$ cat src/rtl/score_display_pkg.sv
// Shared constants for the four-digit multiplexed score display.
// Segment patterns are active-low, ordered {g,f,e,d,c,b,a}.
package score_display_pkg;

  localparam int NUM_DIGITS = 4;

  typedef logic [6:0] seg_t;

  localparam seg_t SEG_0     = 7'b1000000;
  localparam seg_t SEG_1     = 7'b1111001;
  localparam seg_t SEG_2     = 7'b0100100;
  localparam seg_t SEG_3     = 7'b0110000;
  localparam seg_t SEG_4     = 7'b0011001;
  localparam seg_t SEG_5     = 7'b0010010;
  localparam seg_t SEG_6     = 7'b0000010;
  localparam seg_t SEG_7     = 7'b1111000;
  localparam seg_t SEG_8     = 7'b0000000;
  localparam seg_t SEG_9     = 7'b0010000;
  localparam seg_t SEG_BLANK = 7'b1111111;
  localparam seg_t SEG_DASH  = 7'b0111111;

endpackage

$ cat src/rtl/score_display_bcd_to_seg7.sv
// Combinational BCD to active-low seven-segment decoder.
// Codes 10-15 are not valid BCD and show a dash.
module bcd_to_seg7
  import score_display_pkg::*;
(
  input  logic [3:0] bcd_i,
  output logic [6:0] seg_o
);

  always_comb begin
    case (bcd_i)
      4'd0:    seg_o = SEG_0;
      4'd1:    seg_o = SEG_1;
      4'd2:    seg_o = SEG_2;
      4'd3:    seg_o = SEG_3;
      4'd4:    seg_o = SEG_4;
      4'd5:    seg_o = SEG_5;
      4'd6:    seg_o = SEG_6;
      4'd7:    seg_o = SEG_7;
      4'd8:    seg_o = SEG_8;
      4'd9:    seg_o = SEG_9;
      default: seg_o = SEG_DASH;
    endcase
  end

endmodule

$ cat src/rtl/score_display.sv
// Four-digit multiplexed score display with per-slot blanking, frame snapshots and blink.
// Define SCORE_DISPLAY_LZ_BLANK_EN to suppress a leading zero on the tens digits.
module score_display
  import score_display_pkg::*;
#(
  parameter int REFRESH_DIV  = 100000,
  parameter int BLANK_CYCLES = 16,
  parameter int BLINK_FRAMES = 125
) (
  input  logic       clk,
  input  logic       reset,
  input  logic [3:0] p1_tens,
  input  logic [3:0] p1_ones,
  input  logic [3:0] p2_tens,
  input  logic [3:0] p2_ones,
  input  logic       blink,
  output logic [3:0] an,
  output logic [6:0] seg,
  output logic       dp,
  output logic       frame_start
);

  localparam int TW = $clog2(REFRESH_DIV);
  localparam int BW = $clog2(BLINK_FRAMES + 1);
  localparam logic [TW-1:0] TICK_MAX  = TW'(REFRESH_DIV - 1);
  localparam logic [TW-1:0] TICK_LIT  = TW'(BLANK_CYCLES);
  localparam logic [BW-1:0] BLINK_MAX = BW'(BLINK_FRAMES - 1);

  logic [TW-1:0] tick_q, tick_d;
  logic [1:0]    idx_q, idx_d;
  logic [NUM_DIGITS-1:0][3:0] snap_q;
  logic [BW-1:0] bcnt_q, bcnt_d;
  logic          phase_q, phase_d;
  logic [3:0]    an_q, an_d;
  logic [6:0]    seg_q, seg_d;
  logic          dp_q, dp_d;

  logic       slot_wrap, frame_wrap;
  logic [3:0] cur_digit;
  logic [6:0] dec_seg, digit_seg;

  assign slot_wrap  = (tick_q == TICK_MAX);
  assign frame_wrap = slot_wrap && (idx_q == 2'd3);
  assign cur_digit  = snap_q[idx_q];

  bcd_to_seg7 u_dec (
    .bcd_i (cur_digit),
    .seg_o (dec_seg)
  );

  // Tens digits sit at odd slot indices (idx 1 = p2_tens, idx 3 = p1_tens).
`ifdef SCORE_DISPLAY_LZ_BLANK_EN
  assign digit_seg = (idx_q[0] && (cur_digit == 4'd0)) ? SEG_BLANK : dec_seg;
`else
  assign digit_seg = dec_seg;
`endif

  always_comb begin
    tick_d  = slot_wrap ? '0 : tick_q + TW'(1);
    idx_d   = slot_wrap ? idx_q + 2'd1 : idx_q;
    bcnt_d  = bcnt_q;
    phase_d = phase_q;
    if (!blink) begin
      bcnt_d  = '0;
      phase_d = 1'b0;
    end else if (frame_wrap) begin
      if (bcnt_q == BLINK_MAX) begin
        bcnt_d  = '0;
        phase_d = ~phase_q;
      end else begin
        bcnt_d = bcnt_q + BW'(1);
      end
    end
  end

  // The blink request is used directly so dropping it relights on the next edge.
  always_comb begin
    an_d  = 4'b1111;
    seg_d = SEG_BLANK;
    dp_d  = 1'b1;
    if (!(tick_q < TICK_LIT) && !(blink && phase_q)) begin
      an_d  = ~(4'b0001 << idx_q);
      seg_d = digit_seg;
      dp_d  = (idx_q != 2'd2);
    end
  end

  always_ff @(posedge clk or posedge reset) begin
    if (reset) begin
      tick_q  <= '0;
      idx_q   <= '0;
      snap_q  <= '0;
      bcnt_q  <= '0;
      phase_q <= 1'b0;
      an_q    <= 4'b1111;
      seg_q   <= SEG_BLANK;
      dp_q    <= 1'b1;
    end else begin
      tick_q  <= tick_d;
      idx_q   <= idx_d;
      bcnt_q  <= bcnt_d;
      phase_q <= phase_d;
      an_q    <= an_d;
      seg_q   <= seg_d;
      dp_q    <= dp_d;
      if (frame_wrap) snap_q <= {p1_tens, p1_ones, p2_tens, p2_ones};
    end
  end

  assign an          = an_q;
  assign seg         = seg_q;
  assign dp          = dp_q;
  assign frame_start = frame_wrap;

endmodule
$ cat config.mk
export PLATFORM = sky130hd
export DESIGN_NAME = score_display
export DESIGN_NICKNAME = d
export VERILOG_FILES = /design/src/rtl/score_display_pkg.sv /design/src/rtl/score_display_bcd_to_seg7.sv /design/src/rtl/score_display.sv
export SDC_FILE = /design/constraint.sdc
export NUM_CORES = 1
export LEC_CHECK = 0
export CAP_MARGIN = 10
export CELL_PAD_IN_SITES_DETAIL_PLACEMENT = 2
export CELL_PAD_IN_SITES_GLOBAL_PLACEMENT = 2
export CORE_ASPECT_RATIO = 1.2
export CORE_MARGIN = 10
export CORE_UTILIZATION = 30
export DETAILED_ROUTE_END_ITERATION = 8
export DONT_BUFFER_PORTS = 1
export HOLD_SLACK_MARGIN = 0.03
export PLACE_DENSITY = 0.67
export SYNTH_ARGS = -nofsm -noshare
export SYNTH_HDL_FRONTEND = slang
export SYNTH_HIERARCHICAL = 1
export SYNTH_SLANG_ARGS = --single-unit
$ cat constraint.sdc
create_clock -name clk -period 2.25 [get_ports clk]
set_clock_uncertainty 0.15 [all_clocks]
set_input_delay 0.225 -clock clk [delete_from_list [all_inputs] [get_ports clk]]
set_output_delay 0.225 -clock clk [all_outputs]
set_load 0.005 [all_outputs]
# After elaboration in Yosys (flattened, before gate mapping)
# Memory sizes are Yosys's and may differ from the RTL's.
# Index checks and enable logic that the tools add are counted.
# classes
n_addsub	3
mux	12
bitwise	2
reduce_logical	6
n_eq_ne	6
shift	1
n_lt_le_gt_ge	2
# ops
operator	count
7-bit two-way mux	4
17-bit by 1-bit adder with 17-bit output (second input constant)	1
17-bit equality test (second input constant)	1
17-bit by 5-bit less-than comparator with 1-bit output (second input constant)	1
17-bit two-way mux	1
4-bit binary-select mux with 2-bit select	1
4-bit two-way mux	2
7-bit by 1-bit adder with 7-bit output (second input constant)	1
7-bit equality test (second input constant)	1
1-bit two-way mux	4
2-bit by 1-bit != test with 1-bit output (second input constant)	2
4-bit NOT	1
1-bit by 2-bit left shift with 4-bit output (first input constant)	1
1-bit logical AND	3
2-bit by 3-bit less-than comparator with 1-bit output (second input constant)	1
2-bit by 1-bit adder with 2-bit output (second input constant)	1
2-bit equality test (second input constant)	1
1-bit zero test	2
2-bit != test (second input constant)	1
2-bit AND reduction	1
1-bit NOT	1
# totals
out_inout_bits	13
regBits	55
input_bits	19
mem_bits_ro	112
wordCells	44
memories	1
# mem_list
name	depth	width	read_ports	rd_ports_with_merged_regs	write_ports	line	source
(name not given)	16	7	1	0	0	score_display_bcd_to_seg7.sv:11	case (bcd_i)

# Depth between registers and ports, before layout
# logic_depth
word_depth	4
mapped_depth	8

# Hierarchy
# Netlist, hierarchy kept.
# modules_own_cells
mod	n_inst	cells_per_inst	area_per_inst_um2
score_display	1	214	2553.7
bcd_to_seg7	1	31	240.2

# Least setup slack after synthesis
# No wires, ideal clock.
# synth_path
path_type	register to register
startpoint	register tick_q[12]
endpoint	register seg_q[1], in the netlist seg[1]
path_slack_ns	0.140
stages_incl_launch_ff	6
t_arrival_ns	1.899
setup_time_ns	0.061
t_required_ns	2.039
synth_period_minus_slack_ns	2.110
cell_sequence	dfrtp_1 -> or4_1 -> or4_1 -> o41a_1 -> buf_6 -> nand2b_1
# synth_between
elab_chain_cells	4
# synth_lines
element	line	source
from (decl)	score_display.sv:29	logic [TW-1:0] tick_q, tick_d;
from (signal assigned)	score_display.sv:99	tick_q <= tick_d;
17-bit by 5-bit less-than comparator with 1-bit output	score_display.sv:81	if (!(tick_q < TICK_LIT) && !(blink && phase_q)) begin
1-bit zero test	score_display.sv:81	
1-bit logical AND	score_display.sv:81	
7-bit two-way mux	score_display.sv:81	
net seg_d[1]	score_display.sv:35	logic [6:0] seg_q, seg_d;
to (signal assigned)	score_display.sv:104	seg_q <= seg_d;
to (decl)	score_display.sv:35	
# The timed path passes the listed nets, and every way through them passes these cells.
# A chain may end at the register's enable or synchronous reset.

# Worst setup path after layout
# layout_path
startpoint	register tick_q[12]
endpoint	register seg_q[2], in the netlist seg[2]
# The elaborated chain is that of the path after synthesis.

==> parameters.txt <==
Parameter                              Value

Clock network
  Clock buffer depth    2
  Buffer type at the clock tree root    sky130_fd_sc_hd__clkbuf_8
  Clock tree from TritonCTS    done
  Clock-pin slew of the registers on the worst-case setup and hold paths    0.10 ns
  TritonCTS buffer count    5
  Sink count of the clock tree    54
  H-tree depth    2
  Source-to-sink clock delay at the later pin of the worst-skew pair    0.31 ns

Placement
  Instance area at placement    3000 um^2
  Routability-driven placement congestion ratio    0.711
  Placed wire-length estimate    4.74 mm
  Port Buf Inserts    0

Global route
  Met3 routing resource usage after global routing    0.0184
  Remaining global-route overflow    0
  Maximum number of pins on one net before global-route repair    33
  Met1 track demand over resource    0.121
  Vias in the first global route    2,161
  Busiest grt layer    met2
  Global routing usage summed across all routing layers    0.101
  Antenna violations before repair    0
  Met2 global-route usage    0.175
  First-pass GRT wire length    11.2 mm

Die
  Die area    13,600 um^2
  Vert. Die Dim    126 um
  Top-level I/O count    32
  Die width    108 um
  Site row count    38
  Effective utilization at floorplan    0.308
  Area of the placeable core    9080 um^2

Logic synthesis
  Synthesis-stage register bit count    54
  Share of the yosys chip area belonging to registers    0.489
  Cell area after synthesis    2790 um^2
  Asr flop ratio synth    1.00
  Cell types occupying the most area after synthesis    sky130_fd_sc_hd__dfrtp_1 39%, sky130_fd_sc_hd__dfstp_2 10%, sky130_fd_sc_hd__mux2_2 6.4%
  Number of synthesis warnings    6
  Most area-hungry cell type in the Yosys netlist    sky130_fd_sc_hd__dfrtp_1
  Net Count, Synth    276
  Number of instances in the synthesized netlist    245
  Commonest register cell after synthesis    sky130_fd_sc_hd__dfrtp_1
  EDFF count, synth    0
  Library cells used by synthesis    54
  Synth Area per Inst    11.4 um^2
  Share of Yosys cell area claimed by the top area cell type    0.385

Power
  Power per unit of standard cell area    510 nW/um^2
  Pleak    0.00145 uW
  Overall power after layout    1700 uW
  Peak ir drop on the vdd network    0.197 mV

Critical path
  Cells along the critical path    or4_4 > or4_4 > buf_4 > o41a_1 > buf_6 > nand2b_1
  Critical Path Fanout Max    6
  Most frequent CP cell    sky130_fd_sc_hd__or4_4
  Standard cell with the maximum stage delay on the critical path    sky130_fd_sc_hd__or4_4
  CP Data Arrival Time    2.45 ns
  Peak per-stage delay on the critical path    0.54 ns
  Kind of launch point of the worst setup path    register
  Critical path capture point type    register
  Worst setup path class    reg2reg
  Required time of the worst setup path    2.35 ns

Detailed routing
  Antenna Nets Post-Route    0
  Via count    1,982
  Detailed Routing Iterations Pass 1    4
  DRC marker count from the first detailed-route iteration    44
  Routed wire length    6.52 mm
  Average wire per cell in the routed design    16.4 um
  Detail-routed via count per cell    4.98
  Remaining design rule violation count    0

Layout
  Layout cells sized above 1    0.266
  Layout Utilization    0.367
  Design area    3330 um^2
  Highest-count cells in the layout ignoring fill and taps    43 x sky130_fd_sc_hd__dfrtp_1, 20 x sky130_fd_sc_hd__nand2_1, 18 x sky130_fd_sc_hd__dlygate4sd3_1
  Final Net Count    308
  Layout overhead on the synthesized area    19.3%
  Diode insertion count for antenna repair    0
  Most common cell after layout, fill and taps aside    sky130_fd_sc_hd__dfrtp_1

STA
  Final Cycle Share    1.04
  Min cycle time layout    2.35 ns
  Max-slew violation total from the final report    0
  Number of hold violations in the final report    0
  Fin worst setup slack    -0.0976 ns
  Max Freq    426 MHz
  Final-report setup violation count    12
  Slew at the pin with the worst max-slew slack    0.521 ns
  Normalized max-slew margin    0.652
  Setup repair after global routing missed its margin    yes

Run status
  Status    finished, violations left
  Violations in the final reports    setup timing

Min path
  Hold Path Class    in2reg

Job
  Number of max-cap violations    0
## sequential cells by signal, indices dropped and copies added (netlist names)
name / flops
an: 4
bcnt_q: 7
idx_q: 2
phase_q: 1
seg: 7
snap_q: 16
tick_q: 17
## metal layers
| layer | wire length, um | up-vias |
|---|---|---|
| met3 | 224 | 4 |
| li1 | - | 933 |
| met2 | 3440 | 25 |
| met5 | 0 | - |
| met1 | 2790 | 1020 |
| met4 | 68 | 0 |
## worst paths after layout
kind,from,endpoint,slack (ns),cells after the start
hold / removal,blink,bcnt_q[0]$_DFFE_PP0P_,0.06,3
min in group asynchronous,reset,snap_q[12]$_DFFE_PP0P_,0.25,2
max in group asynchronous,reset,an[0]$_DFF_PP1_,1.09,3
hold reg to reg,tick_q[0]$_DFF_PP0_,tick_q[0]$_DFF_PP0_,0.35,1
setup reg to reg,tick_q[12]$_DFF_PP0_,seg[2]$_DFF_PP1_,-0.1,6
setup / recovery,tick_q[12]$_DFF_PP0_,seg[2]$_DFF_PP1_,-0.1,6
## Yosys cell counts, types with 4 or more instances
library cell,number
sky130_fd_sc_hd__dfrtp_1,43
sky130_fd_sc_hd__nand2_1,22
sky130_fd_sc_hd__mux2_2,16
sky130_fd_sc_hd__ha_1,12
sky130_fd_sc_hd__dfstp_2,11
sky130_fd_sc_hd__inv_1,10
sky130_fd_sc_hd__nand3_1,10
sky130_fd_sc_hd__nand4_1,10
sky130_fd_sc_hd__xnor2_1,10
sky130_fd_sc_hd__nor2_1,9
sky130_fd_sc_hd__nand2b_1,8
sky130_fd_sc_hd__nor3_1,6
sky130_fd_sc_hd__a21oi_1,5
sky130_fd_sc_hd__and4_1,4
sky130_fd_sc_hd__buf_6,4
sky130_fd_sc_hd__mux2i_1,4
sky130_fd_sc_hd__mux4_2,4
sky130_fd_sc_hd__nor2b_1,4
## power by group
part | total [uW] | switching (uW) | internal [uW]
Sequential | 1020 | 13.5 | 1000
Clock | 565 | 340 | 226
Combinational | 119 | 56.5 | 62.0
Total | 1700 | 410 | 1290
## kinds of logic after synthesis
logic type / count (synthesis) / synth area share
AO/OA/AOI/OAI: 22 / 0.0555
XOR/XNOR: 13 / 0.0408
adder cells (fa/ha/maj): 12 / 0.0537
buffers and inverters: 20 / 0.0416
flip-flops: 54 / 0.489
multiplexers: 24 / 0.111
AND/OR/NAND/NOR: 100 / 0.209
## timing repair
item | CTS | global route
pin swaps | 1 | 1
hold buffers | 18 | 0
endpoints found under the setup margin | 8 | 13
hold endpoints to repair | 45 | 0
gates resized for setup | 7 | 3
buffers inserted | 1 | 1
## metrics by stage
stage	std cells	TNS, ns	hold WS [ns]	setup slack (ns)
after global placement	370	0	0.0291	0.0199
after detailed placement	370	0	0.0314	0.000452
after CTS	397	-0.150	0.0579	-0.117
final	398	-0.873	0.0613	-0.0976
after global routing	398	-1.59	0.0573	-0.171
after floorplan	245	0	0.221	0.140
## layout make-up
type | count | area, um^2
clock buffers | 5 | 68.8
well taps | 120 | 150
inverters | 10 | 37.5
repair buffers | 35 | 340
clock inverters | 3 | 25.0
flip-flops and latches | 54 | 1370
fillers | 965 | 5750
multi-input cells | 171 | 1350
## critical path, delay by kind of cell (launching register included)
family / cells / cell delay, ns
simple gates: 3 / 1.07
buf+inv: 2 / 0.32
flops: 1 / 0.40
compound gates: 1 / 0.36
No activity file was read; power rests on OpenSTA's default activity.
